$ cat config.mk
export PLATFORM = sky130hd
export DESIGN_NAME = serial_tx_flat
export DESIGN_NICKNAME = d
export VERILOG_FILES = /design/src/rtl/serial_tx_if.sv /design/src/rtl/serial_tx.sv /design/src/flat_wrapper.sv
export SDC_FILE = /design/constraint.sdc
export NUM_CORES = 1
export LEC_CHECK = 0
export BUFFER_PORTS_ARGS = -buffer_cell sky130_fd_sc_hd__buf_2
export CORE_UTILIZATION = 44
export CTS_CLUSTER_SIZE = 30
export DETAILED_ROUTE_END_ITERATION = 12
export GPL_ROUTABILITY_DRIVEN = 0
export PLACE_DENSITY = 0.77
export SLEW_MARGIN = 25
export SYNTH_ARGS = -nofsm -noshare
export SYNTH_HDL_FRONTEND = slang
export SYNTH_SLANG_ARGS = --single-unit
$ cat constraint.sdc
create_clock -name clk -period 1.45 [get_ports clk]
set_input_delay 0 -clock clk [delete_from_list [all_inputs] [get_ports clk]]
set_output_delay 0 -clock clk [all_outputs]
set_load 0.02 [all_outputs]
$ cat src/rtl/serial_tx_if.sv
// serial_tx_if: parallel word handshake plus registered serial output bundle for serial_tx.
interface serial_tx_if #(
    parameter int DATA_W = 8
);
    logic              in_valid;
    logic [DATA_W-1:0] in_data;
    logic              in_ready;
    logic              tx_o;
    logic              tx_valid_o;
    logic              tx_last_o;
    logic              busy_o;

    modport master (
        output in_valid, in_data,
        input  in_ready, tx_o, tx_valid_o, tx_last_o, busy_o
    );

    modport slave (
        input  in_valid, in_data,
        output in_ready, tx_o, tx_valid_o, tx_last_o, busy_o
    );
endinterface

$ cat src/rtl/serial_tx.sv
// serial_tx: LSB-first parallel-to-serial framer with optional even parity and back-to-back frames.
module serial_tx #(
    parameter int DATA_W    = 8,
    parameter int PARITY_EN = 0
) (
    input logic       clk,
    input logic       reset,
    serial_tx_if.slave bus
);
    localparam int F  = DATA_W + PARITY_EN;
    localparam int CW = $clog2(F);

    typedef enum logic {IDLE, SHIFT} state_t;

    state_t        state, state_d;
    logic [CW-1:0] cnt, cnt_d;
    logic [F-1:0]  sh, sh_d, frame;
    logic          tx, tx_d, vld, vld_d, lst, lst_d, bsy, bsy_d;
    logic          at_last, ready, accept;

    // The cast drops the parity bit when PARITY_EN is 0.
    assign frame   = F'({^bus.in_data, bus.in_data});
    assign at_last = (state == SHIFT) && (cnt == CW'(F - 1));
    assign ready   = !reset && ((state == IDLE) || at_last);
    assign accept  = bus.in_valid && ready;

    always_comb begin
        state_d = state;
        cnt_d   = cnt;
        sh_d    = sh;
        tx_d    = tx;
        vld_d   = vld;
        lst_d   = lst;
        bsy_d   = bsy;
        if (accept) begin
            state_d = SHIFT;
            cnt_d   = '0;
            sh_d    = frame >> 1;
            tx_d    = frame[0];
            vld_d   = 1'b1;
            lst_d   = 1'b0;
            bsy_d   = 1'b1;
        end else if (at_last) begin
            state_d = IDLE;
            cnt_d   = '0;
            sh_d    = '0;
            tx_d    = 1'b0;
            vld_d   = 1'b0;
            lst_d   = 1'b0;
            bsy_d   = 1'b0;
        end else if (state == SHIFT) begin
            cnt_d = cnt + CW'(1);
            sh_d  = sh >> 1;
            tx_d  = sh[0];
            lst_d = (cnt == CW'(F - 2));
        end
    end

    always_ff @(posedge clk or posedge reset) begin
        if (reset) begin
            state <= IDLE;
            cnt   <= '0;
            sh    <= '0;
            tx    <= 1'b0;
            vld   <= 1'b0;
            lst   <= 1'b0;
            bsy   <= 1'b0;
        end else begin
            state <= state_d;
            cnt   <= cnt_d;
            sh    <= sh_d;
            tx    <= tx_d;
            vld   <= vld_d;
            lst   <= lst_d;
            bsy   <= bsy_d;
        end
    end

    assign bus.in_ready   = ready;
    assign bus.tx_o       = tx;
    assign bus.tx_valid_o = vld;
    assign bus.tx_last_o  = lst;
    assign bus.busy_o     = bsy;
endmodule

$ cat src/flat_wrapper.sv
// flat-port wrapper written by rule: the top's interface ports become plain ports
module serial_tx_flat 
#(
    parameter int DATA_W    = 8,
    parameter int PARITY_EN = 0
)
  (clk, reset, bus_in_valid, bus_in_data, bus_in_ready, bus_tx_o, bus_tx_valid_o, bus_tx_last_o, bus_busy_o);
  serial_tx_if #(.DATA_W(DATA_W)) bus_i ();
  input logic clk;
  input logic reset;
  input wire logic [$bits(bus_i.in_valid)-1:0] bus_in_valid;
  input wire logic [$bits(bus_i.in_data)-1:0] bus_in_data;
  output wire logic [$bits(bus_i.in_ready)-1:0] bus_in_ready;
  output wire logic [$bits(bus_i.tx_o)-1:0] bus_tx_o;
  output wire logic [$bits(bus_i.tx_valid_o)-1:0] bus_tx_valid_o;
  output wire logic [$bits(bus_i.tx_last_o)-1:0] bus_tx_last_o;
  output wire logic [$bits(bus_i.busy_o)-1:0] bus_busy_o;
  assign bus_i.in_valid = bus_in_valid;
  assign bus_i.in_data = bus_in_data;
  assign bus_in_ready = bus_i.in_ready;
  assign bus_tx_o = bus_i.tx_o;
  assign bus_tx_valid_o = bus_i.tx_valid_o;
  assign bus_tx_last_o = bus_i.tx_last_o;
  assign bus_busy_o = bus_i.busy_o;
  serial_tx #(.DATA_W(DATA_W), .PARITY_EN(PARITY_EN)) u_core (.clk(clk), .reset(reset), .bus(bus_i));
endmodule
=== Yosys cells after proc, flatten, opt, wreduce, memory -nomap -nowiden ===
Cells that the tools add are included.

* Add/sub/neg operators: 1
* Equality and inequality tests: 2
* Muxes and demuxes: 14
* Bitwise gates (word level): 1
* Reduce and logical (&&, ||, !) cells: 7

{| class="wikitable"
|+ Operators with widths
! kind !! count
|-
| two-way mux 8 bit || 3
|-
| two-way mux 3 bit || 3
|-
| two-way mux 1 bit || 8
|-
| equality test 3 bit, second input constant || 2
|-
| adder 3 x 1 -> 3 bit, second input constant || 1
|-
| logical AND 1 bit || 3
|-
| nonzero test 3 bit || 1
|-
| nonzero test 2 bit || 1
|-
| logical NOT 1 bit || 1
|-
| logical OR 1 bit || 1
|-
| NOT 1 bit || 1
|}

* Register bits: 14
* Input port bits: 11
* Output and inout bits: 5

=== Logic depth before layout (Yosys ltp) ===
* Depth in word-level cells: 6
* Gate-level depth with buffers: 6
* Gate-level depth less buffers: 5

=== Worst setup path before layout ===
No wires, ideal clock.

* Kind: flip-flop to flip-flop
* Start point: register u_core.cnt[0]
* End point: register u_core.tx, in the netlist u_core.bus.tx_o
* Library setup time: 0.126 ns
* Arrival: 1.274 ns
* Data required time: 1.324 ns
* Slack: 0.050 ns
* Cell stages (with the launch flop): 6
* Path buffers: 0
* Clock period less this slack: 1.400 ns
* Cells stage by stage: dfrtp_1 ha_1 ha_1 nor2b_4 nor2_2 a221o_1

* Word-level cells in the longest chain between the ends: 6
* Elaborated cells on any way between the ends: 8
* Those cells by class: 1 x eq/ne; 2 x mux; 5 x reduce/logical

{| class="wikitable"
|+ RTL lines
! what !! line !! text
|-
| start, declared || serial_tx.sv:16 || <nowiki>logic [CW-1:0] cnt, cnt_d;</nowiki>
|-
| start signal, assigned || serial_tx.sv:70 || <nowiki>cnt <= cnt_d;</nowiki>
|-
| equality test 3 bit (*) || serial_tx.sv:23 || <nowiki>assign at_last = (state == SHIFT) && (cnt == CW'(F - 1));</nowiki>
|-
| logical AND 1 bit (*) || serial_tx.sv:23 ||
|-
| logical OR 1 bit || serial_tx.sv:24 || <nowiki>assign ready = !reset && ((state == IDLE) || at_last);</nowiki>
|-
| logical AND 1 bit || serial_tx.sv:24 ||
|-
| logical AND 1 bit || serial_tx.sv:25 || <nowiki>assign accept = bus.in_valid && ready;</nowiki>
|-
| nonzero test 3 bit (no line) / two-way mux 1 bit (equally long branches) || - ||
|-
| end signal, assigned || serial_tx.sv:72 || <nowiki>tx <= tx_d;</nowiki>
|-
| end, declared || serial_tx.sv:18 || <nowiki>logic tx, tx_d, vld, vld_d, lst, lst_d, bsy, bsy_d;</nowiki>
|}

Mark *: on every way between the ends. The rest lies on a longest branch, timed or not.
A chain may end at the register's enable or synchronous reset.

=== Worst setup path after layout ===
* Start point: register u_core.cnt[1]
* End point: output bus_in_ready

* Word-level cells in the longest chain between the ends: 4

{| class="wikitable"
|+ RTL lines
! what !! line !! text
|-
| equality test 3 bit || serial_tx.sv:23 ||
|-
| logical AND 1 bit || serial_tx.sv:23 ||
|-
| logical OR 1 bit || serial_tx.sv:24 ||
|-
| logical AND 1 bit || serial_tx.sv:24 ||
|-
| end, declared || flat_wrapper.sv:13 || <nowiki>output wire logic [$bits(bus_i.in_ready)-1:0] bus_in_ready;</nowiki>
|}

No other way between the ends.

==> results.toml <==
[clock_tree]
cts_buffers = 3
cts_buffer_depth = 2
cts_sinks = 13
insertion_delay_ns = 0.26
clk_pin_slew_ns = 0.08
cts_tree = "built"
clockRootBuffer = "clkbuf_4"
htree_levels = 1

[logic_synthesis]
synth_edf_count = 0
seq_area_frac_synth_pct = 53.7
synth.area.top_cells = "dfrtp_1 54%, a221o_1 12%, and2_1 7.2%"
ys_warn_count = 0
synth_compound_area_share_pct = 19.0
synth_top_area_share_pct = 53.7
synth-simple-area-share_pct = 14.0
syn_inst = 47
synth_cell_types = 19
synth_fa_ha_area_share_pct = 6.20
ys_seq_elements = 13
synth_top_family_by_area = "compound AO/OA/AOI/OAI gates"
synth.cell_area_um2 = 606
postSynth.asyncResetShare_pct = 100
synthXorXnorAreaFrac_pct = 0
ys.flop_type = "dfrtp_1"
yosys.area.top_type = "dfrtp_1"
synthTopCellsByCount = "13 x dfrtp_1, 7 x a221o_1, 7 x and2_1"
synthesis.nets = 61
synth.most_common_cell = "dfrtp_1"
syn_area_per_cell_um2 = 12.9
muxShareOfSynthArea_pct = 1.86

[detailed_routing]
firstDrtPassIters = 8
vias_per_cell = 5.40
vias = 518
wl_per_cell_um = 14.9
remaining_drc_errors = 2
antenna_left = 0
drt_iter0_markers = 13
wirelength_um = 1430

[critical_path]
cpMostUsedCell = "buf_6"
path_delay_family = "flip-flops"
cp.required_ns = 1.45
r2r-end = "u_core.sh[1]"
critPathBufInv = 2
reg2reg_slack_ns = 0.01
startpoint = "u_core.cnt[1]"
cp.depth = 6
ff2ff_path_depth = 5
crit_type = "reg2out"
path_cells = "ha_2 > ha_4 > nor2b_4 > buf_6 > nor2_2 > buf_6"
endpoint_kind = "output port"
critPathMaxFanout = 3
cp-start-kind = "flip-flop"
cp_slowest_cell = "dfrtp_1"
endpoint = "bus_in_ready"
r2r_start = "u_core.cnt[1]"
crit_arrival_ns = 1.45
critPathMaxStageDelay_ns = 0.39

[die]
die_area_um2 = 1530
start_util_pct = 47.1
pin_count = 16
rows = 13
core_um2 = 1280
fp.dieH_um = 39.1
fp.dieW_um = 39.1

[grt]
grt_pass1_wl_um = 2150
grt_pass1_vias = 518
antenna_found_initial = 0
grt_usage_pct = 21.0
grt_max_degree = 14
overflow = 0

[outcome]
outcome = "finished, violations left"
violations = "design-rule violations, negative setup slack"

[final_layout]
layout.nets = 96
antenna_cells = 0
synthToLayoutAreaGrowth_pct = 47.1
final_area_um2 = 891
finish.utilization_pct = 69.3
fillers = 91
drive_gt1_share_pct = 42.0

[timing]
hold_viol_final = 0
period_needed_ns = 1.45
setup_viol = 1
max_freq_mhz = 689
fin_ws_ns = -0.00193
tightest_slew_ns = 0.323
slew_headroom_pct = 78.4
slew_violations = 0
rsz0062_at_grt = "yes"
skew_ns = 0.00290
finalCritPeriodShare_pct = 100

[worst_hold_path]
hold_class = "in2reg"

[place]
dpl_cell_area_um2 = 721
dp_hpwl_um = 868
port_buffers = 15

[power_and_ir_drop]
ir_worst_vdd_mv = 0.808
power_leakage_nw = 0.447
power_density_nw_per_um2 = 1950

[flow_run]
maxCapViolations = 0
worst min-delay path: stages:
cell and delay [ns]:
buf_2 0.10, nand2b_1 0.08, nand2_1 0.07
metrics by stage:
step	power (mW)	setup TNS, ns	hold WS (ns)	worst slack (ns)	std cells
after floorplan	1.10	0	-0.107	0.0496	47
after global placement	1.29	0	0.0620	0.0484	80
after detailed placement	1.34	-0.0145	0.0642	-0.0145	80
after CTS	1.63	0	0.0218	0.00113	94
after global routing	1.85	-0.171	0.0344	-0.0484	96
final	1.73	-0.00193	0.0233	-0.00193	96
timing repair:
item                                    CTS  global route
resized for setup                         4             4
hold buffers                              9             0
hold endpoints to repair                 21             0
endpoints found under the setup margin    6             8
setup buffers                             1             2
cloned                                    0             0
pin swaps                                 0             1
where the power goes:
part	internal, mW	total, mW	switching [mW]
logic	0.497	0.907	0.411
registers	0.503	0.610	0.107
clock network	0.106	0.217	0.111
placed cells by master, fill, tap and decap left out, types with 2 or more instances in the layout:
cell type      synthesis  final
a221o_1                7      7
a22o_1                 2      2
and2_1                 7      7
buf_2                  1     14
buf_4                  1      7
buf_6                  1      3
clkbuf_4               0      3
dfrtp_1               13     13
dlygate4sd3_1          0      9
inv_1                  2      2
nor2_2                 1      2
worst min-delay path by stage:
stage	from	to	slack (ns)	depth (start not counted)
4_1_cts	bus_in_valid	u_core.bus.tx_valid_o	0.02	3
5_1_grt	bus_in_valid	u_core.bus.tx_valid_o	0.03	3
6_report	bus_in_valid	u_core.bus.tx_valid_o	0.02	3
3_3_place_gp	reset	u_core.bus.tx_last_o	0.06	3
2_1_floorplan	reset	u_core.bus.tx_last_o	-0.11	1
3_5_place_dp	reset	u_core.cnt[2]	0.06	3
cells by family after synthesis:
| family | Yosys count |
|---|---|
| flip-flops | 13 |
| adder cells (fa/ha/maj) | 3 |
| buffers and inverters | 5 |
| multiplexers | 1 |
| AND/OR/NAND/NOR | 13 |
| AO/OA/AOI/OAI | 12 |
sequential cells by signal (all words and copies together) (netlist names):
register,flops
u_core.bus.tx_valid_o,1
u_core.bus.tx_o,1
u_core.sh,7
u_core.cnt,3
u_core.bus.tx_last_o,1
cell type report:
class	instances	area (um^2)	area share (%)
Timing Repair Buffer	33	246	27.7
Multi-Input combinational cell	29	267	29.9
Sequential cell	13	325	36.5
Inverter	2	7.51	0.843
Tap cell	15	18.8	2.11
Clock buffer	4	26.3	2.95
per-layer routing:
layer,GRT usage (%),vias up,part of all wire (%)
met2,37.5,10,51
met4,5.17,0,0.98
met3,5.20,2,2.2
li1,-,240,-
met5,0,-,0
met1,24.6,266,46
(Power assumes the default switching activity.)
